$ cat config.mk
export PLATFORM = sky130hd
export DESIGN_NAME = keypad_encoder_flat
export DESIGN_NICKNAME = d
export VERILOG_FILES = /design/src/rtl/keypad_encoder_pkg.sv /design/src/rtl/keypad_encoder_if.sv /design/src/rtl/keypad_encoder_onehot_to_bcd.sv /design/src/rtl/keypad_encoder.sv /design/src/flat_wrapper.sv
export SDC_FILE = /design/constraint.sdc
export NUM_CORES = 1
export LEC_CHECK = 0
export BUFFER_PORTS_ARGS = -buffer_cell sky130_fd_sc_hd__clkbuf_2
export CAP_MARGIN = 0
export CORE_ASPECT_RATIO = 1.5
export CORE_MARGIN = 3
export CORE_UTILIZATION = 59
export CTS_CLUSTER_SIZE = 10
export DETAILED_ROUTE_END_ITERATION = 8
export GPL_TIMING_DRIVEN = 0
export PLACE_DENSITY_LB_ADDON = 0.3
export SLEW_MARGIN = 10
export SYNTH_ARGS = -nofsm -noshare
export SYNTH_HDL_FRONTEND = slang
export SYNTH_SLANG_ARGS = --single-unit
export TNS_END_PERCENT = 5
$ cat constraint.sdc
create_clock -name clk -period 7.8 [get_ports clk]
set_input_delay 1.17 -clock clk [delete_from_list [all_inputs] [get_ports clk]]
set_output_delay 1.17 -clock clk [all_outputs]
set_load 0.02 [all_outputs]
$ cat src/rtl/keypad_encoder_pkg.sv
// Shared constants and FSM state type for the keypad encoder.
package keypad_encoder_pkg;

    localparam int unsigned KEY_W        = 10;
    localparam int unsigned BCD_W        = 4;
    localparam int unsigned ENTRY_DIGITS = 4;

    typedef enum logic [1:0] {
        IDLE   = 2'd0,
        SETTLE = 2'd1,
        HELD   = 2'd2
    } kp_state_e;

endpackage

$ cat src/rtl/keypad_encoder_if.sv
// Key input / encoded output bundle between the key front end and the entry logic.
interface keypad_encoder_if
    import keypad_encoder_pkg::*;
#(
    parameter int unsigned NKEYS      = KEY_W,
    parameter int unsigned MAX_DIGITS = ENTRY_DIGITS
);
    localparam int unsigned CNT_W = $clog2(MAX_DIGITS + 1);

    logic [NKEYS-1:0]          key_db;
    logic                      clear_entry;
    logic [BCD_W-1:0]          bcd;
    logic                      key_valid;
    logic [4*MAX_DIGITS-1:0]   digits;
    logic [CNT_W-1:0]          digit_count;
    logic                      entry_full;
    logic                      multi_key_err;

    modport master (
        output key_db, clear_entry,
        input  bcd, key_valid, digits, digit_count, entry_full, multi_key_err
    );

    modport slave (
        input  key_db, clear_entry,
        output bcd, key_valid, digits, digit_count, entry_full, multi_key_err
    );

endinterface

$ cat src/rtl/keypad_encoder_onehot_to_bcd.sv
// Combinational key-vector decoder: index of the set bit and a one-hot flag.
module onehot_to_bcd
    import keypad_encoder_pkg::*;
#(
    parameter int unsigned NKEYS = KEY_W
) (
    input  logic [NKEYS-1:0] i_vec,
    output logic [BCD_W-1:0] o_bcd,
    output logic             o_is_onehot
);
    localparam int unsigned POP_W = $clog2(NKEYS + 1);

    logic [POP_W-1:0] w_pop;

    // Index of the highest set bit plus population count; index only meaningful when one-hot.
    always_comb begin
        o_bcd = '0;
        w_pop = '0;
        for (int unsigned i = 0; i < NKEYS; i++) begin
            if (i_vec[i]) begin
                o_bcd = BCD_W'(i);
            end
            w_pop = w_pop + POP_W'(i_vec[i]);
        end
        o_is_onehot = (w_pop == POP_W'(1));
    end

endmodule

$ cat src/rtl/keypad_encoder.sv
// Keypad encoder: press qualification FSM, BCD strobe and digit entry register.
module keypad_encoder
    import keypad_encoder_pkg::*;
#(
    parameter int unsigned NKEYS      = KEY_W,
    parameter int unsigned MAX_DIGITS = ENTRY_DIGITS
) (
    input  logic            clk,
    input  logic            rst_n,
    keypad_encoder_if.slave kp
);
    localparam int unsigned CNT_W = $clog2(MAX_DIGITS + 1);
    localparam int unsigned DIG_W = 4 * MAX_DIGITS;

    kp_state_e          r_state;
    kp_state_e          w_next;
    logic [NKEYS-1:0]   r_cap;
    logic [BCD_W-1:0]   r_bcd;
    logic               r_valid;
    logic               r_err;
    logic [DIG_W-1:0]   r_digits;
    logic [CNT_W-1:0]   r_count;
    logic               r_full;

    logic [BCD_W-1:0]   w_cap_bcd;
    logic               w_cap_onehot;
    logic               w_cap_multi;
    logic               w_capture;
    logic               w_accept;
    logic               w_reject;
    logic               w_err_clr;
    logic [DIG_W-1:0]   w_digits_nx;
    logic [CNT_W-1:0]   w_count_nx;

    onehot_to_bcd #(.NKEYS(NKEYS)) u_dec (
        .i_vec       (r_cap),
        .o_bcd       (w_cap_bcd),
        .o_is_onehot (w_cap_onehot)
    );

    assign w_cap_multi = !w_cap_onehot && (r_cap != '0);

    // State register.
    always_ff @(posedge clk or negedge rst_n) begin
        if (!rst_n) begin
            r_state <= IDLE;
        end else begin
            r_state <= w_next;
        end
    end

    // Next-state and press qualification decisions.
    always_comb begin
        w_next    = r_state;
        w_capture = 1'b0;
        w_accept  = 1'b0;
        w_reject  = 1'b0;
        w_err_clr = 1'b0;
        case (r_state)
            IDLE: begin
                if (kp.key_db != '0) begin
                    w_capture = 1'b1;
                    w_next    = SETTLE;
                end
            end
            SETTLE: begin
                if (kp.key_db == '0) begin
                    w_next = IDLE;
                end else if ((kp.key_db == r_cap) && !w_cap_multi) begin
                    w_accept = 1'b1;
                    w_next   = HELD;
                end else begin
                    w_reject = 1'b1;
                    w_next   = HELD;
                end
            end
            HELD: begin
                if (kp.key_db == '0) begin
                    w_err_clr = 1'b1;
                    w_next    = IDLE;
                end
            end
            default: w_next = IDLE;
        endcase
    end

    // Captured key, BCD code, one-cycle strobe and multi-key flag.
    always_ff @(posedge clk or negedge rst_n) begin
        if (!rst_n) begin
            r_cap   <= '0;
            r_bcd   <= '0;
            r_valid <= 1'b0;
            r_err   <= 1'b0;
        end else begin
            r_valid <= w_accept;
            if (w_capture) begin
                r_cap <= kp.key_db;
            end
            if (w_accept) begin
                r_bcd <= w_cap_bcd;
            end
            if (w_reject) begin
                r_err <= 1'b1;
            end else if (w_err_clr) begin
                r_err <= 1'b0;
            end
        end
    end

    // Entry register next value: clear wins over an accept; a full register holds.
    always_comb begin
        w_digits_nx = r_digits;
        w_count_nx  = r_count;
        if (kp.clear_entry) begin
            w_digits_nx = '0;
            w_count_nx  = '0;
        end else if (w_accept && (r_count < CNT_W'(MAX_DIGITS))) begin
            w_digits_nx = {r_digits[DIG_W-5:0], w_cap_bcd};
            w_count_nx  = r_count + CNT_W'(1);
        end
    end

    // Entry register, digit count and full flag.
    always_ff @(posedge clk or negedge rst_n) begin
        if (!rst_n) begin
            r_digits <= '0;
            r_count  <= '0;
            r_full   <= 1'b0;
        end else begin
            r_digits <= w_digits_nx;
            r_count  <= w_count_nx;
            r_full   <= (w_count_nx == CNT_W'(MAX_DIGITS));
        end
    end

    assign kp.bcd           = r_bcd;
    assign kp.key_valid     = r_valid;
    assign kp.digits        = r_digits;
    assign kp.digit_count   = r_count;
    assign kp.entry_full    = r_full;
    assign kp.multi_key_err = r_err;

endmodule

$ cat src/flat_wrapper.sv
// flat-port wrapper written by rule: the top's interface ports become plain ports
module keypad_encoder_flat import keypad_encoder_pkg::*;
#(
    parameter int unsigned NKEYS      = KEY_W,
    parameter int unsigned MAX_DIGITS = ENTRY_DIGITS
)
  (clk, rst_n, kp_key_db, kp_clear_entry, kp_bcd, kp_key_valid, kp_digits, kp_digit_count, kp_entry_full, kp_multi_key_err);
  keypad_encoder_if #(.NKEYS(NKEYS), .MAX_DIGITS(MAX_DIGITS)) kp_i ();
  input  logic clk;
  input  logic rst_n;
  input wire logic [$bits(kp_i.key_db)-1:0] kp_key_db;
  input wire logic [$bits(kp_i.clear_entry)-1:0] kp_clear_entry;
  output wire logic [$bits(kp_i.bcd)-1:0] kp_bcd;
  output wire logic [$bits(kp_i.key_valid)-1:0] kp_key_valid;
  output wire logic [$bits(kp_i.digits)-1:0] kp_digits;
  output wire logic [$bits(kp_i.digit_count)-1:0] kp_digit_count;
  output wire logic [$bits(kp_i.entry_full)-1:0] kp_entry_full;
  output wire logic [$bits(kp_i.multi_key_err)-1:0] kp_multi_key_err;
  assign kp_i.key_db = kp_key_db;
  assign kp_i.clear_entry = kp_clear_entry;
  assign kp_bcd = kp_i.bcd;
  assign kp_key_valid = kp_i.key_valid;
  assign kp_digits = kp_i.digits;
  assign kp_digit_count = kp_i.digit_count;
  assign kp_entry_full = kp_i.entry_full;
  assign kp_multi_key_err = kp_i.multi_key_err;
  keypad_encoder #(.NKEYS(NKEYS), .MAX_DIGITS(MAX_DIGITS)) u_core (.clk(clk), .rst_n(rst_n), .kp(kp_i));
endmodule
Yosys cells after proc, flatten, opt, wreduce, memory -nomap -nowiden

Cells that the tools add are included.

Word-level logic and storage cells: 67
Register bits: 38
Bits of input ports: 13
Output and inout bits: 26

$add $sub $neg: 10
$lt $le $gt $ge: 1
Reduce and logical (&&, ||, !) cells: 12
Muxes and demuxes: 29
Equal/unequal tests: 7

Operators with widths:

| kind                                              | count |
|---|---|
| 2-to-1 mux 16 bit                                 | 2 |
| 2-to-1 mux 4 bit                                  | 8 |
| adder 4 x 1 -> 4 bit                              | 6 |
| nonzero test 10 bit                               | 2 |
| 2-to-1 mux 1 bit                                  | 13 |
| == test 10 bit                                    | 1 |
| zero test 10 bit                                  | 1 |
| 2-to-1 mux 2 bit                                  | 3 |
| 2-to-1 mux 3 bit                                  | 2 |
| case mux 2 bit (3 select lines)                   | 1 |
| adder 3 x 1 -> 4 bit                              | 1 |
| == test 4 x 1 -> 1 bit, second input constant     | 1 |
| != test 2 x 1 -> 1 bit, second input constant     | 2 |
| nonzero test 2 bit                                | 2 |
| adder 2 x 1 -> 3 bit                              | 1 |
| adder 3 x 1 -> 3 bit, second input constant       | 1 |
| == test 3 bit, second input constant              | 1 |
| logical AND 1 bit                                 | 3 |
| less-than comparator 3 bit, second input constant | 1 |
| adder 1 x 1 -> 2 bit                              | 1 |
| == test 2 x 1 -> 1 bit, second input constant     | 1 |
| == test 2 bit, second input constant              | 1 |
| zero test 1 bit                                   | 2 |
| zero test 2 bit                                   | 1 |
| AND reduction 2 bit                               | 1 |

Longest topological paths before layout

Depth after elaboration: 21
Depth in mapped cells: 15
Depth with buffers taken out: 13

By module

From an unflattened synthesis, not the netlist that was laid out.

Cells, all modules: 175
Area, all modules: 2,059.5 sq um

By module, submodules not included:

| module         | cells an instance | area each (sq um) | times used | sequential area each (sq um) |
|---|---|---|---|---|
| keypad_encoder | 142               | 1,789.2           | 1          | 950.9 |
| onehot_to_bcd  | 33                | 270.3             | 1          | 0.0 |

Least setup slack after synthesis

No wires, ideal clock.

Path type: register to register
Start point: register u_core.r_cap[5]
End point: register u_core.r_bcd[0] (netlist: u_core.kp.bcd[0])
Stages on the path, launching flop included: 15
Path slack: 3.802 ns
Required time: 7.673 ns
Clock period less this slack: 3.998 ns
Buffers on the path: 1
Arrival: 3.871 ns
Path through: dfrtp_1 -> fa_1 -> fa_1 -> inv_1 -> fa_1 -> inv_1 -> ha_1 -> inv_1 -> fa_1 -> nor4bb_1 -> a21oi_1 -> a211oi_2 -> and4_1 -> buf_4 -> mux2_1

Word-level cells in the longest chain between the ends: 13

Ends and longest elaborated chain:

| what                              | line                               | source |
|---|---|---|
| start, declared                   | keypad_encoder.sv:17               | `logic [NKEYS-1:0] r_cap;` |
| start signal, assigned            | keypad_encoder.sv:97               | `r_cap <= kp.key_db;` |
| adder 4 x 1 -> 4 bit (5 in a row) | keypad_encoder_onehot_to_bcd.sv:23 | `w_pop = w_pop + POP_W'(i_vec[i]);` |
| == test 4 x 1 -> 1 bit            | keypad_encoder_onehot_to_bcd.sv:25 | `o_is_onehot = (w_pop == POP_W'(1));` |
| zero test 1 bit                   | keypad_encoder.sv:41               | `assign w_cap_multi = !w_cap_onehot && (r_cap != '0);` |
| logical AND 1 bit                 | keypad_encoder.sv:41               |  |
| zero test 1 bit                   | keypad_encoder.sv:69               | `end else if ((kp.key_db == r_cap) && !w_cap_multi) begin` |
| logical AND 1 bit *               | keypad_encoder.sv:69               |  |
| 2-to-1 mux 1 bit *                | keypad_encoder.sv:69               |  |
| 2-to-1 mux 1 bit *                | keypad_encoder.sv:67               | `if (kp.key_db == '0) begin` |
| 2-to-1 mux 1 bit *                | keypad_encoder.sv:59               | `case (r_state)` |
| via u_core.w_accept               | keypad_encoder.sv:29               | `logic w_accept;` |
| end signal, assigned              | keypad_encoder.sv:100              | `r_bcd <= w_cap_bcd;` |
| end, declared                     | keypad_encoder.sv:18               | `logic [BCD_W-1:0] r_bcd;` |

The timed path passes the listed nets; every way through them passes the cells marked *.
A chain may end at the register's enable or synchronous reset.

Worst setup path in the final report

Start point: register u_core.r_cap[7]
End point: register u_core.r_bcd[0] (netlist: u_core.kp.bcd[0])

Word-level cells in the longest chain between the ends: 11

Ends and longest elaborated chain:

| what                              | line |
|---|---|
| adder 4 x 1 -> 4 bit (3 in a row) | keypad_encoder_onehot_to_bcd.sv:23 |
| == test 4 x 1 -> 1 bit            | keypad_encoder_onehot_to_bcd.sv:25 |
| zero test 1 bit                   | keypad_encoder.sv:41 |
| logical AND 1 bit                 | keypad_encoder.sv:41 |
| zero test 1 bit                   | keypad_encoder.sv:69 |
| logical AND 1 bit *               | keypad_encoder.sv:69 |
| 2-to-1 mux 1 bit *                | keypad_encoder.sv:69 |
| 2-to-1 mux 1 bit *                | keypad_encoder.sv:67 |
| 2-to-1 mux 1 bit *                | keypad_encoder.sv:59 |
| via u_core.w_accept               | keypad_encoder.sv:29 |

Marks and branches as above.

==> flow_results.org <==
** Worst hold path
- The worst hold path terminates at u_core.kp.bcd[1]$_DFFE_PN0N_.
- Hold path start :: u_core.kp.bcd[1]$_DFFE_PN0N_
- Worst hold-check path type :: reg2reg
- Counting instances, the worst hold path has a depth of 1.

** Route
- In the final routed layout, each cell accounts on average for 15.25 um.
- After detailed routing, the total wire length is approximately 4100 um.
- For this run, design rule violations remaining after detail routing come to 0.
- DRC marker count from the first detailed-route iteration :: 36
- Via Count :: between 1,500 and 2,000
- Via/cell ratio :: roughly 5.6
- Number of nets still failing antenna checks after routing :: 0
- Before antenna repair, the detailed router went through 4 iterations.

** Clocking
- In this run, post-CTS hold repair placed 0 buffers.
- CTS built an H-tree with a depth of 2.
- Clock sink count :: 38
- Clk buf depth :: 2
- Clock latency on the worst-skew pair, taken at its later pin, is 280 ps.
- The tree is rooted in a clkbuf_8.
- TritonCTS built the clock tree.
- Clock-pin slew was measured on the worst setup and hold paths at 70 ps.
- Clock tree synthesis inserted a total of 5 buffers.
- Gates resized during post-CTS repair numbered 0.
- Post CTS Setup Buffer Count :: 0

** Synth
- Leading area contributor after synthesis :: dfrtp_1
- A synthesized cell averages ~11 um^2.
- The synthesized design contains 0 enable-type register cells.
- Leading post-synthesis cells by cell area :: dfrtp_1 (47%), mux2i_1 (7.9%), fa_1 (5.9%), nand2_1 (5.0%), mux2_1 (4.4%)
- Yosys warning total :: 0
- Summing every instance area after synthesis gives approximately 0.002 mm^2.
- After technology mapping, the gate count stands at about 180.
- Primary flip-flop cell chosen by synthesis mapping :: dfrtp_1
- After synthesis, the most frequently instantiated cells are dfrtp_1 (38), nand2_1 (27), mux2i_1 (16), inv_1 (15), mux2_1 (8).
- For this run, the register share of the synthesized area comes to 46.97%.
- In this run the biggest area consumer among cell types represents a little under half of the synthesized area.
- Synthesized flop and latch total :: 38
- Number of nets produced by synthesis :: approximately 210
- By instance count, the leading cell after synthesis is dfrtp_1.
- After synthesis, the share of flip-flops with an asynchronous set or reset is 100.0%.
- Unique cell type count in the Yosys netlist :: 39

** Finish
- The layout has approximately 260 filler cells.
- Once layout is complete, the cells apart from fillers number 268.
- At the end of the flow, the number of nets in the layout was between 200 and 300.
- Number of diodes :: 0
- Share of layout cells above drive strength 1 :: around 23%
- Area added between synthesis and finish :: 17.24%
- Final instance area :: between 0.002 and 0.0025 mm^2
- At the end of the flow the core is filled with cells to 73.67%.

** STA
- Setup repair after global routing left no endpoint under its margin.
- The final critical path takes up roughly 58% of the cycle.
- Clock period minus final worst setup slack :: about 4500 ps
- Sum of negative setup slack :: 0 ps
- Worst Tran Pin Value :: slightly above 900 ps
- Worst Setup Slack, final :: roughly 3300 ps
- WHS :: 491.6 ps
- Max-slew violation count :: 0
- The hold violation count in the final report is 0.
- Achievable clock frequency :: between 0.2 and 0.25 GHz
- Worst slew margin relative to its limit :: between 30% and 40%
- Setup violations remaining at the end of the flow were counted as 0.
- Clock skew on the completed layout was measured at between 7 and 8 ps.

** Setup path
- Startpoint of the worst register-to-register path :: u_core.r_cap[7]$_DFFE_PN0P_
- Critical path type :: reg2reg
- STA puts the critical path data required time at approximately 8000 ps.
- Data arrival time of the worst path :: 4660 ps
- The worst setup path is captured at a flop.
- In this run the worst path has a maximum fanout of 6.
- Register-to-register setup slack :: ~3300 ps
- R2r endpoint :: u_core.kp.bcd[0]$_DFFE_PN0N_
- STA classifies the critical path startpoint as a flop.
- Measured in cells, the most critical reg-to-reg path has a length of 14.

** Die
- Die Wd :: 53.83 um
- The floorplan step defined a die boundary enclosing around 0.0042 mm^2.
- The total area inside the core boundary comes to approximately 0.0032 mm^2.
- Number of cell rows :: 25
- From bottom edge to top edge, the die measures 77.74 um.
- For this design the top-level I/O count stands at 39.
- The initial utilization of the core area, before any placement, comes to ~63%.

** Placement
- Routability-driven placement finished with a final weighted congestion of 0.9018.
- Counting tap cells, the placed design contains a total of 260 instances.
- Placed wire-length estimate :: ~3200 um
- Count of input and output buffers :: 38
- Cell area reported after detailed placement :: about 0.0023 mm^2
- Prior to clock tree synthesis, the placed netlist has a worst setup slack of around 3300 ps.

** Status
- The flow ran to the end, and the final reports show no timing, DRC or antenna violations.

** Power and ir drop
- The design draws ~940 uW.
- Largest vdd supply drop :: about 0.53 mV
- Leakage power :: between 1 and 1.5 nW
- Power density cells :: 395.1 mW/mm^2

** Global route
- Global routing finished with a remaining overflow of 0.
- The initial antenna violation count was 0.
- Entering global routing, the biggest net connects 39 pins.
- Global-route wire length before repair :: ~6900 um
- Global routing used between 20 and 25% of the available tracks.
- Via count of the first global-routing pass :: 1,554

** Run
- Across the run, the number of max-cap violations was 0.
-- routing by layer --
layer | track usage [%] | up-vias | part of all wire [%] | wire, um
met5 | 0 | - | 0 | 0
met4 | 8.951 | 0 | 0.86 | 35
met3 | 4.223 | 4 | 4.4 | 181
met2 | 39.08 | 42 | 57 | 2333
met1 | 25.29 | 744 | 38 | 1536
li1 | - | 713 | - | -
-- critical path, cell delays in order (launching register included) --
cell and delay (ps):
dfrtp_1 530, fa_1 490, fa_1 490, inv_1 50, fa_1 430, inv_1 70, ha_1 160, inv_1 50
fa_1 500, nor4bb_1 260, a21oi_1 170, a211oi_2 410, and4_1 270, buf_4 160, mux2_1 330
-- final cells by class --
type,instances,area (um^2),area share [%]
Multi-Input combinational cell,123,958.4,40.38
Sequential cell,38,950.9,40.06
Timing Repair Buffer,38,190.2,8.013
Clock buffer,5,68.82,2.899
Buffer,6,58.81,2.478
Inverter,15,56.30,2.372
Tap cell,40,50.05,2.109
Clock inverter,3,40.04,1.687
-- flip-flops by register name, summed over array words and instances, names as in the netlist --
signal and cells:
u_core.kp.bcd 4, u_core.kp.digit_count 3, u_core.kp.digits 16, u_core.kp.entry_full 1, u_core.kp.key_valid 1, u_core.kp.multi_key_err 1
u_core.r_cap 10, u_core.r_state 2
-- how the worst max path moves through the flow --
stage	to	cells after the start	startpoint	slack, ps
final	u_core.kp.bcd[0]$_DFFE_PN0N_	14	u_core.r_cap[7]$_DFFE_PN0P_	3310
after global routing	u_core.kp.bcd[2]$_DFFE_PN0N_	14	u_core.r_cap[5]$_DFFE_PN0P_	3170
after CTS	u_core.kp.bcd[0]$_DFFE_PN0N_	14	u_core.r_cap[5]$_DFFE_PN0P_	3310
after global placement	u_core.kp.bcd[0]$_DFFE_PN0N_	14	u_core.r_cap[5]$_DFFE_PN0P_	3500
after floorplan	u_core.kp.bcd[0]$_DFFE_PN0N_	14	u_core.r_cap[5]$_DFFE_PN0P_	3800
after detailed placement	u_core.kp.bcd[0]$_DFFE_PN0N_	14	u_core.r_cap[5]$_DFFE_PN0P_	3340
-- power breakdown --
part	total (mW)	leakage [nW]	switching, mW	internal, mW
clock	0.160	0.0579	0.0658	0.0941
sequential	0.293	0.497	0.0635	0.229
combinational	0.485	0.571	0.259	0.226
total	0.938	1.13	0.388	0.550
-- kinds of logic (layout without fill, tap and decap cells) --
| family | count (synthesis) | count (layout) | share of synthesized area (%) |
|---|---|---|---|
| and+or+nand+nor | 59 | 59 | 15.70 |
| DFF | 38 | 38 | 46.97 |
| muxes | 24 | 24 | 12.36 |
| buffers and inverters | 21 | 67 | 5.686 |
| AOI/OAI and AO/OA | 19 | 19 | 6.119 |
| xor gates and xnor gates | 11 | 11 | 4.759 |
| adders and majority gates | 10 | 10 | 8.406 |
-- placed cells by master, fill, tap and decap left out, types with 3 or more instances in the layout --
cell	count
clkbuf_2	38
dfrtp_1	38
nand2_1	27
mux2i_1	16
inv_1	15
mux2_1	8
xnor2_1	7
nor2_1	6
fa_1	6
o21ai_0	5
clkbuf_8	5
xor2_1	4
nor3_1	4
ha_1	4
clkbuf_1	3
a21oi_1	3
nand4_1	3
nor4_1	3
o21ai_1	3
nor2b_1	3
Note: power is estimated with default switching activity, not from simulation.
